--- src/rtl/imu_pkg.sv ---
// Shared types and SPI command words for the IMU command sequencer.
// The command words are fixed register writes and reads for the yaw gyro.
package imu_pkg;

  typedef enum logic [2:0] {
    PWRUP,
    CFG1,
    CFG2,
    CFG3,
    IDLE,
    RDL,
    RDH
  } imu_state_t;

  localparam logic [15:0] CMD_INT_CFG  = 16'h0D02;
  localparam logic [15:0] CMD_GYRO_CFG = 16'h1160;
  localparam logic [15:0] CMD_CTRL_CFG = 16'h1440;
  localparam logic [15:0] CMD_RD_YAWL  = 16'hA600;
  localparam logic [15:0] CMD_RD_YAWH  = 16'hA700;

endpackage

--- src/rtl/int_sync.sv ---
// Brings the asynchronous sensor interrupt into the clk domain.
// Produces a one-cycle strobe on each rising edge of the input.
module int_sync (
  input  logic clk,
  input  logic rst_n,
  input  logic async_in,
  output logic rise
);

  logic sync1;
  logic sync2;
  logic sync3;

  always_ff @(posedge clk) begin
    if (!rst_n) begin
      sync1 <= 1'b0;
      sync2 <= 1'b0;
      sync3 <= 1'b0;
    end else begin
      sync1 <= async_in;
      sync2 <= sync1;
      sync3 <= sync2;
    end
  end

  assign rise = sync2 & ~sync3;

endmodule

--- src/rtl/imu_cmd_seq.sv ---
// Drives the SPI monarch: three config writes after power-up, then a
// low/high yaw-rate read pair for every sensor data-ready interrupt.
module imu_cmd_seq
  import imu_pkg::*;
#(
  parameter int PWRUP_CYC = 65535
) (
  input  logic        clk,
  input  logic        rst_n,
  input  logic        INT,
  input  logic        done,
  input  logic [15:0] rd_data,
  output logic        wrt,
  output logic [15:0] cmd,
  output logic [15:0] yaw_rt,
  output logic        vld,
  output logic        cfg_rdy
);

  localparam logic [15:0] PWRUP_LAST = 16'(PWRUP_CYC - 1);

  imu_state_t  state, state_n;
  logic [15:0] cnt, cnt_n;
  logic [7:0]  lo_byte, lo_byte_n;
  logic        pend, pend_n;
  logic        wrt_n, vld_n, cfg_rdy_n;
  logic [15:0] cmd_n, yaw_rt_n;
  logic        int_rise;
  logic        int_ok;
  logic        done_q;

  int_sync u_int_sync (
    .clk      (clk),
    .rst_n    (rst_n),
    .async_in (INT),
    .rise     (int_rise)
  );

  // done is still high from the previous transaction while wrt is out
  assign done_q = done & ~wrt;
  assign int_ok = int_rise & cfg_rdy;

  always_comb begin
    state_n   = state;
    cnt_n     = cnt;
    lo_byte_n = lo_byte;
    pend_n    = pend;
    wrt_n     = 1'b0;
    cmd_n     = cmd;
    yaw_rt_n  = yaw_rt;
    vld_n     = 1'b0;
    cfg_rdy_n = cfg_rdy;
    case (state)
      PWRUP: begin
        if (cnt == PWRUP_LAST) begin
          wrt_n   = 1'b1;
          cmd_n   = CMD_INT_CFG;
          state_n = CFG1;
        end else begin
          cnt_n = cnt + 16'd1;
        end
      end
      CFG1: if (done_q) begin
        wrt_n   = 1'b1;
        cmd_n   = CMD_GYRO_CFG;
        state_n = CFG2;
      end
      CFG2: if (done_q) begin
        wrt_n   = 1'b1;
        cmd_n   = CMD_CTRL_CFG;
        state_n = CFG3;
      end
      CFG3: if (done_q) begin
        cfg_rdy_n = 1'b1;
        state_n   = IDLE;
      end
      IDLE: if (int_ok || pend) begin
        pend_n  = 1'b0;
        wrt_n   = 1'b1;
        cmd_n   = CMD_RD_YAWL;
        state_n = RDL;
      end
      RDL: begin
        // a single pending slot; further rises while it is set are dropped
        if (int_ok) pend_n = 1'b1;
        if (done_q) begin
          lo_byte_n = rd_data[7:0];
          wrt_n     = 1'b1;
          cmd_n     = CMD_RD_YAWH;
          state_n   = RDH;
        end
      end
      RDH: begin
        if (int_ok) pend_n = 1'b1;
        if (done_q) begin
          yaw_rt_n = {rd_data[7:0], lo_byte};
          vld_n    = 1'b1;
          state_n  = IDLE;
        end
      end
      default: state_n = PWRUP;
    endcase
  end

  always_ff @(posedge clk) begin
    if (!rst_n) begin
      state   <= PWRUP;
      cnt     <= 16'h0000;
      lo_byte <= 8'h00;
      pend    <= 1'b0;
      wrt     <= 1'b0;
      cmd     <= 16'h0000;
      yaw_rt  <= 16'h0000;
      vld     <= 1'b0;
      cfg_rdy <= 1'b0;
    end else begin
      state   <= state_n;
      cnt     <= cnt_n;
      lo_byte <= lo_byte_n;
      pend    <= pend_n;
      wrt     <= wrt_n;
      cmd     <= cmd_n;
      yaw_rt  <= yaw_rt_n;
      vld     <= vld_n;
      cfg_rdy <= cfg_rdy_n;
    end
  end

endmodule
--- config.mk ---
export PLATFORM = sky130hd
export DESIGN_NAME = imu_cmd_seq
export DESIGN_NICKNAME = d
export VERILOG_FILES = /design/src/rtl/imu_pkg.sv /design/src/rtl/int_sync.sv /design/src/rtl/imu_cmd_seq.sv
export SDC_FILE = /design/constraint.sdc
export NUM_CORES = 1
export LEC_CHECK = 0
export BUFFER_PORTS_ARGS = -buffer_cell sky130_fd_sc_hd__buf_4
export CAP_MARGIN = 20
export CORE_ASPECT_RATIO = 2
export CORE_MARGIN = 2
export CORE_UTILIZATION = 43
export CTS_BUF_LIST = sky130_fd_sc_hd__clkbuf_4
export DETAILED_ROUTE_END_ITERATION = 10
export PLACE_DENSITY = 0.63
export SLEW_MARGIN = 20
export SYNTH_ARGS = -nofsm -noshare
export SYNTH_HDL_FRONTEND = slang
export SYNTH_SLANG_ARGS = --single-unit
--- constraint.sdc ---
create_clock -name clk -period 1.9 [get_ports clk]
set_input_delay 0.095 -clock clk [delete_from_list [all_inputs] [get_ports clk]]
set_output_delay 0.095 -clock clk [all_outputs]
set_load 0.05 [all_outputs]
==> results of run 1 <==
==> critical path: cells and delay by family (launching register included) <==
family                     cells  cell delay [ps]
adders and majority gates      1              190
and+or+nand+nor                3              700
buffers and inverters          2              220
DFF                            1              430
AOI/OAI and AO/OA              1              150
==> timing repair <==
action | in CTS | in global routing
hold buffers | 9 | 0
buffers inserted | 0 | 0
endpoints found under the hold margin | 17 | 0
==> power breakdown <==
| group | internal [mW] | total, mW | switching, mW | leakage [nW] |
|---|---|---|---|---|
| clock | 0.137 | 0.509 | 0.372 | 0.0324 |
| combinational | 0.344 | 0.901 | 0.556 | 0.691 |
| sequential | 1.26 | 1.34 | 0.0850 | 0.453 |
==> final cells by class <==
cell class	instances	area, sq um	area share [%]
flip-flops and latches	56	1120	37.3
inverters	3	11.3	0.374
well taps	61	76.3	2.54
clock buffers	5	37.5	1.25
clock inverters	3	13.8	0.458
repair buffers	65	523	17.4
multi-input cells	214	1220	40.7
==> cells by family (layout without fill, tap and decap cells) <==
logic type | Yosys count | in the layout | synth area share, %
compound gates | 77 | 77 | 18.7
mux | 8 | 8 | 3.17
buf+inv | 32 | 76 | 7.74
flops | 56 | 56 | 44.4
fa+ha+maj | 2 | 2 | 0.992
xor+xnor | 1 | 1 | 0.347
simple gates | 120 | 120 | 24.5
other cells | 1 | 6 | 0.149
==> state kept, by name, summed over array words and instances (netlist names), 3 cells and up <==
| register | flops |
|---|---|
| yaw_rt | 16 |
| cmd | 6 |
| state | 3 |
| cnt | 16 |
| lo_byte | 8 |
==> layout by cell type (no fill, tap or decap), drive strengths merged, types with 5 or more instances in the layout <==
cell type,instances
nor2,10
dfxtp,56
o311ai,5
mux2i,8
nand2,57
buf,56
nand4,6
o31ai,5
clkbuf,5
o21ai,18
a21oi,36
conb,6
nand3,8
dlygate4sd3,9
o41ai,5
nand2b,9
or3,7
==> metrics by stage <==
stage	cell area [sq um]	hold slack, ps
after detailed placement	2870	309
after global routing	3010	14.7
after floorplan	2540	222
final	3010	27.3
after CTS	3010	13.3
after global placement	2870	304
==> layer usage <==
| layer | part of all wire [%] | up-vias |
|---|---|---|
| li1 | - | 1132 |
| met1 | 38 | 1048 |
| met2 | 56 | 35 |
| met3 | 2.9 | 11 |
| met4 | 2.5 | 0 |
| met5 | 0 | - |
==> path summary, 6_finish.rpt <==
kind,to,slack (ps),cells after the start
setup reg to reg,cnt[12]$_SDFFE_PN0P_,160,7
setup / recovery,cnt[12]$_SDFFE_PN0P_,160,7
hold reg to reg,u_int_sync.sync2$_SDFF_PN0_,450,1
hold / removal,state[1]$_SDFFE_PN0P_,30,3
==> flow_metrics.tcl, run 1 <==
set metrics [dict create \
    utilization_pct 52.7 \
    routedWlPerCell_microns 14.0 \
    preCtsSetupSlack_ps 160 \
    post-dp-hpwl_microns 4230 \
    fill_cells 578 \
    status "completed" \
    finalSetupTns_ps 0 \
    ys_ff_latch 56 \
    netlist_top_cells_area "dfxtp_1, nand2_1, a21oi_1" \
    synth.yosys.seq_area_share_pct 44.4 \
    worstSkewPairLatency_ps 390 \
    gr-usage-met3_pct 4.15 \
    cp_cell_sequence "inv_1 -> ha_1 -> nand4_1 -> nor4_4 -> buf_12 -> or4_1 -> a21oi_1" \
    antenna_cells 0 \
    rsz0062_at_grt "no" \
    crit_start "cnt[0]$_SDFFE_PN0P_" \
    required_ps 2230 \
    post-route-min-period_ps 1740 \
    max_freq_ghz 0.575 \
    clk_pin_slew_worst_paths_ps 160 \
    dr.first_iter.drc_count 58 \
    fp.dieH_microns 112 \
    grt_util_met1_pct 19.1 \
    synth_top_area_cell "dfxtp_1" \
    ys.flop_type "dfxtp_1" \
    drv_slew 0 \
    crit_fanout 22 \
    critical_path.slowest_cell "or4_1" \
    synth_edf_count 0 \
    placementRows 39 \
    p_leak_nw 1.18 \
    drc 0 \
    grt_pass1_vias 2185 \
    critPathArrivalTime_ps 2070 \
    dr.pass1.iters 4 \
    port-buffer-count 40 \
    ir_worst_vdd_uv 654 \
    dp_cells 390 \
    viasPerCell 5.47 \
    maxCapViolations 0 \
    h-tree-depth 2 \
    clock-sinks 56 \
    busiest_layer "met2" \
    die_w_microns 58.2 \
    fin_nets 367 \
    cts_tree "yes" \
    crit_type "register to register" \
    min_from "done" \
    cellPowerDensity_mw_per_mm2 915 \
    wirelength_microns 5710 \
    p_total_mw 2.75 \
    grt_max_degree 30 \
    ctsResizeCount 0 \
    skew_ps 13.1 \
    synthesis.area_sq_mm 0.00252 \
    grt_overflow 0 \
    syn2layout_area_growth_pct 19.2 \
    ys_types 43 \
    critPathCaptureType "register" \
    cts_made_buffers 5 \
    synth_top_cell_area_share_pct 44.4 \
    grt.total_usage_pct 19.2 \
    start_util_pct 44.2 \
    place_congestion 0.813 \
    root_buffer "clkbuf_4" \
    finalSetupViolCount 0 \
    clock_path_buffers 2 \
    drive_gt1_share_pct 19.7 \
    antenna_left 0 \
    avgSynthCellArea_sq_um 8.49 \
    vias 2226 \
    instances_no_fill 407 \
    worstSetupStartpointType "register" \
    ys.warnings.count 0 \
    r2r-start "cnt[0]$_SDFFE_PN0P_" \
    die_area_sq_mm 0.00653 \
    hold_viol 0 \
    grt_pass1_wl_microns 9760 \
    syn-instance-count 297 \
    fin_ws_ps 161 \
    max_stage_delay_ps 500 \
    async_flop_share_pct 0 \
    synth.most_common_cell "nand2_1" \
    hold_class "input port to register" \
    synth_common_cells "nand2_1, dfxtp_1, a21oi_1" \
    use_met2_pct 36.1 \
    fp.coreArea_sq_mm 0.00571 \
    io_pins 55 \
    fin_crit_sh_pct 91.5 \
    antenna_found_initial 0 \
]
Power figures use the tool's default switching activity.
==> run 2, diff against run 1 <==
--- a/config.mk
+++ b/config.mk
@@ -7,5 +7,5 @@
 export LEC_CHECK = 0
 export BUFFER_PORTS_ARGS = -buffer_cell sky130_fd_sc_hd__buf_4
-export CAP_MARGIN = 20
+export CAP_MARGIN = 0
 export CORE_ASPECT_RATIO = 2
 export CORE_MARGIN = 2
@@ -14,5 +14,5 @@
 export DETAILED_ROUTE_END_ITERATION = 10
 export PLACE_DENSITY = 0.63
-export SLEW_MARGIN = 20
+export SLEW_MARGIN = 40
 export SYNTH_ARGS = -nofsm -noshare
 export SYNTH_HDL_FRONTEND = slang
==> constraint.sdc (replaced) <==
create_clock -name clk -period 1.9 [get_ports clk]
set_input_delay 0.475 -clock clk [delete_from_list [all_inputs] [get_ports clk]]
set_output_delay 0.475 -clock clk [all_outputs]
set_load 0.05 [all_outputs]
==> run 2 against run 1 <==
Net effect: combinational power hardly changed; non-clock buffer count is 9 lower; highest routed layer unchanged; global-route usage shrank 0.63 points; hold slack better by 240 ps; power up 1.2%; worst setup slack got worse by 29 ps; die area is the same; critical endpoint is now cnt[3]$_SDFFE_PN0P_; maximum frequency decreased by 1.6%; largest power group unchanged.
==> flow_metrics.tcl, run 2 (same netlist as run 1, synthesis figures left out) <==
set metrics [dict create \
    register_area_sq_mm 0.00112 \
    drc 0 \
    die_w_microns 58.2 \
    dr.max_layer_used "met4" \
    clk_pin_slew_worst_paths_ps 170 \
    max_freq_ghz 0.566 \
    finalHoldWorstSlack_ps 271 \
    fp.dieH_microns 112 \
    required_ps 2230 \
    crit_type "register to register" \
    layout_commonest_cell "nand2_1" \
    finalSetupViolCount 0 \
    preCtsSetupSlack_ps 144 \
    post-dp-hpwl_microns 4180 \
    finalSetupTns_ps 0 \
    antenna_left 0 \
    grt_pass1_vias 2083 \
    drv_slew 0 \
    status "completed" \
    routedWlPerCell_microns 14.1 \
    critPathCaptureType "register" \
    wl_met2_microns 3220 \
    grt_overflow 0 \
    hold_class "input port to register" \
    dpl_cell_area_sq_mm 0.00285 \
    fin_crit_sh_pct 93.0 \
    multi_input_area_sq_mm 0.00123 \
    cts_setup_buffers 0 \
    post-route-min-period_ps 1770 \
    antenna_found_initial 1 \
    mostFrequentLayoutCells "nand2_1, dfxtp_1, buf_4" \
    die_area_sq_mm 0.00653 \
    dp_cells 390 \
    wirelength_microns 5640 \
    rsz0062_at_grt "no" \
    drive_gt1_share_pct 20.8 \
    cellPowerDensity_mw_per_mm2 954 \
    grt_pass1_wl_microns 9440 \
    rrSetupSlack_ps 130 \
    whs_path_depth 2 \
    cts_tree "yes" \
    worstSetupStartpointType "register" \
    fin_nets 358 \
    place_congestion 0.738 \
    vias 2175 \
    clock_path_buffers 2 \
    r2r_cells 7 \
    instances_no_fill 399 \
    ctsHoldBuffers 0 \
    grt.total_usage_pct 18.5 \
    root_buffer "clkbuf_4" \
    fp.coreArea_sq_mm 0.00571 \
    dr.first_iter.drc_count 68 \
    drt-met1-wl_microns 2120 \
    syn2layout_area_growth_pct 15.7 \
    port-buffer-count 40 \
    maxCapViolations 0 \
    crit_fanout 18 \
    ir_worst_vdd_uv 743 \
    crit_start "cnt[0]$_SDFFE_PN0P_" \
    placementRows 39 \
    r2r_end "cnt[3]$_SDFFE_PN0P_" \
    hold_viol 0 \
    wl_met3_microns 160 \
    critPathCapture "cnt[3]$_SDFFE_PN0P_" \
    p_leak_nw 1.14 \
    start_util_pct 44.2 \
    h-tree-depth 2 \
    io_pins 55 \
    skew_ps 10.1 \
    worstSkewPairLatency_ps 390 \
    cts_made_buffers 5 \
    reg_top3 "cnt (16), yaw_rt (16), lo_byte (8)" \
    ctsResizeCount 0 \
    critPathArrivalTime_ps 2100 \
    dr.pass1.iters 4 \
    fill_cells 583 \
    fin_ws_ps 132 \
    grt_max_degree 29 \
    viasPerCell 5.45 \
    clock-sinks 56 \
    r2r-start "cnt[0]$_SDFFE_PN0P_" \
    stdcell_area_sq_mm 0.00292 \
]
-- run 2: changes by cell type in the layout (fill, tap and decap cells not counted), sizes merged --
| cell | before | now |
|---|---|---|
| clkinv | 3 | 2 |
| inv | 3 | 4 |
| dlygate4sd3 | 9 | 0 |
| diode | 0 | 1 |
-- run 2: where the power goes --
part / switching (mW) / internal, mW
registers: 0.0783 / 1.26
clock network: 0.399 / 0.150
logic: 0.562 / 0.337
total: 1.04 / 1.74
-- run 2: layout make-up --
class	count	area share, %
clock buffer	5	1.29
timing repair buffer	56	14.4
sequential	56	38.4
antenna	1	0.0857
inverter	3	0.386
clock inverter	3	0.772
multi-input combinational	214	42.0
tap	61	2.61
-- run 2: per-layer routing --
| metal | vias to the layer above | track usage, % |
|---|---|---|
| met3 | 9 | 3.57 |
| met1 | 1022 | 18.0 |
| met2 | 32 | 35.8 |
| met4 | 0 | 8.06 |
| met5 | - | 0 |
| li1 | 1112 | - |
-- run 2: how the worst min path moves through the flow --
stage / to / from / slack [ps]
floorplan: u_int_sync.sync2$_SDFF_PN0_ / u_int_sync.sync1$_SDFF_PN0_ / 410
global placement: u_int_sync.sync2$_SDFF_PN0_ / u_int_sync.sync1$_SDFF_PN0_ / 420
detailed placement: u_int_sync.sync2$_SDFF_PN0_ / u_int_sync.sync1$_SDFF_PN0_ / 440
CTS: u_int_sync.sync1$_SDFF_PN0_ / INT / 250
global route: u_int_sync.sync1$_SDFF_PN0_ / INT / 250
finish: u_int_sync.sync1$_SDFF_PN0_ / INT / 270
-- run 2: critical path, cell delays in order (launching register included) --
cell and delay, ps:
dfxtp_1 430, inv_1 60, ha_1 190, nand4_1 130, nor4_4 50, buf_4 200
or4_1 500, a21oi_1 150
-- run 2: per-stage QoR --
step | total power [mW] | util [%]
floorplan | 2.03 | -
global placement | 2.25 | 50.0
detailed placement | 2.26 | 50.0
CTS | 2.81 | 51.0
global route | 2.94 | 51.1
finish | 2.78 | 51.1
==> run 3, diff against run 2 <==
Settings changed: CTS_BUF_LIST sky130_fd_sc_hd__clkbuf_4 to unset, TNS_END_PERCENT set to 30.
==> run 3 against run 2 <==
Net effect: power up 14%; worst setup slack improved by 16 ps; largest power group unchanged; clock skew is 4.0 ps lower; largest cell class unchanged; hold slack improved by 110 ps; maximum frequency increased by 0.92%; cell area is 2.9% higher; sequential power barely moved; global-route usage up 0.21 points.
==> flow_metrics.tcl, run 3 (same netlist as run 1, synthesis figures left out) <==
set metrics [dict create \
    p_seq_share_pct 42.1 \
    reg_top3 "cnt (16), yaw_rt (16), lo_byte (8)" \
    crit_type "register to register" \
    required_ps 2130 \
    hold_class "input port to register" \
    wirelength_microns 5680 \
    post-route-min-period_ps 1750 \
    cts_tree "yes" \
    internal-power_mw 2.09 \
    antenna_found_initial 0 \
    dpl_cell_area_sq_mm 0.00285 \
    grt_pass1_wl_microns 9510 \
    finalHoldWorstSlack_ps 379 \
    die_area_sq_mm 0.00653 \
    fin_nets 358 \
    grt.total_usage_pct 18.7 \
    cts_made_buffers 5 \
    multi_input_area_sq_mm 0.00123 \
    stdcell_area_sq_mm 0.00300 \
    clock-sinks 56 \
    placementRows 39 \
    port-buffer-count 40 \
    fin_crit_sh_pct 92.2 \
    place_congestion 0.738 \
    cts_setup_buffers 0 \
    p_leak_nw 1.18 \
    fp.dieH_microns 112 \
    vias 2165 \
    io_pins 55 \
    fp.coreArea_sq_mm 0.00571 \
    fill_cells 572 \
    worstSkewPairLatency_ps 300 \
    critPathArrivalTime_ps 1980 \
    finalSetupViolCount 0 \
    drc 0 \
    crit_fanout 18 \
    grt_overflow 0 \
    antenna_cells 0 \
    maxCapViolations 0 \
    rsz0062_at_grt "no" \
    clock_path_buffers 2 \
    hold_viol 0 \
    register_area_sq_mm 0.00112 \
    max_freq_ghz 0.571 \
    combPwrFrac_pct 28.4 \
    skew_ps 6.09 \
    h-tree-depth 2 \
    power_switching_mw 1.08 \
    drv_slew 0 \
    start_util_pct 44.2 \
    critPathCaptureType "register" \
    ir_worst_vdd_uv 958 \
    routedWlPerCell_microns 14.3 \
    cellPowerDensity_mw_per_mm2 1050 \
    dr.pass1.iters 4 \
    syn2layout_area_growth_pct 19.1 \
    dr.first_iter.drc_count 77 \
    clkPwrFrac_pct 29.6 \
    clk_pin_slew_worst_paths_ps 70 \
    finalSetupTns_ps 0 \
    grt_max_degree 29 \
    p_sw_share_pct 34.1 \
    root_buffer "clkbuf_16" \
    grt_pass1_vias 2101 \
    status "completed" \
    post-dp-hpwl_microns 4180 \
    layout_commonest_cell "nand2_1" \
    die_w_microns 58.2 \
    worstSetupStartpointType "register" \
    antenna_left 0 \
    drive_gt1_share_pct 20.8 \
    viasPerCell 5.44 \
    mostFrequentLayoutCells "nand2_1, dfxtp_1, buf_4" \
]
## run 3: repair_timing
| action | 4_1_cts | 5_1_grt |
|---|---|---|
| resized for setup | 0 | 1 |
| hold buffers | 0 | 0 |
| endpoints found under the hold margin | 0 | 0 |
| endpoints found under the setup margin | 0 | 3 |
## run 3: stage by stage
stage | power [mW] | utilization [%] | std cells | setup WS, ps
after floorplan | 2.03 | - | 302 | 296
after detailed placement | 2.26 | 50.0 | 390 | 144
after global placement | 2.25 | 50.0 | 390 | 185
after CTS | 3.20 | 52.6 | 398 | 139
after global routing | 3.34 | 52.6 | 398 | 31.0
final | 3.17 | 52.6 | 398 | 148
## run 3: per-layer routing
metal,up-vias,track usage (%),share of wire (%)
met3,6,3.80,3.0
met1,1020,18.1,37
met4,0,7.44,1.9
li1,1110,-,-
met2,29,36.4,58
met5,-,0,0
## run 3: path summary, 6_finish.rpt
check,start,end,slack [ps],cells after the start
worst min-delay path,INT,u_int_sync.sync1$_SDFF_PN0_,380,2
worst max register to register,cnt[0]$_SDFFE_PN0P_,cnt[3]$_SDFFE_PN0P_,150,7
worst max-delay path,cnt[0]$_SDFFE_PN0P_,cnt[3]$_SDFFE_PN0P_,150,7
worst min register to register,lo_byte[0]$_SDFFE_PN0P_,yaw_rt[0]$_SDFFE_PN0P_,450,2
## run 3: final cells by class
class	count	area share, %
clock buffers	5	4.16
clock inverters	3	0.750
inverters	3	0.375
multi-input cells	214	40.9
flip-flops and latches	56	37.3
well taps	61	2.54
repair buffers	56	14.0
## run 3: power by group through the flow
stage | clock network (mW) | registers [mW] | logic [mW]
global route | 1.01 | 1.35 | 0.981
finish | 0.937 | 1.33 | 0.899
floorplan | 0 | 1.49 | 0.542
global placement | 0 | 1.36 | 0.889
CTS | 0.964 | 1.33 | 0.905
detailed placement | 0 | 1.36 | 0.903
## run 3: worst max-delay path: stages, from the launching register on
cell and delay (ps):
dfxtp_1 400, inv_1 60, ha_1 190, nand4_1 130, nor4_4 50, buf_4 200, or4_1 500, a21oi_1 150
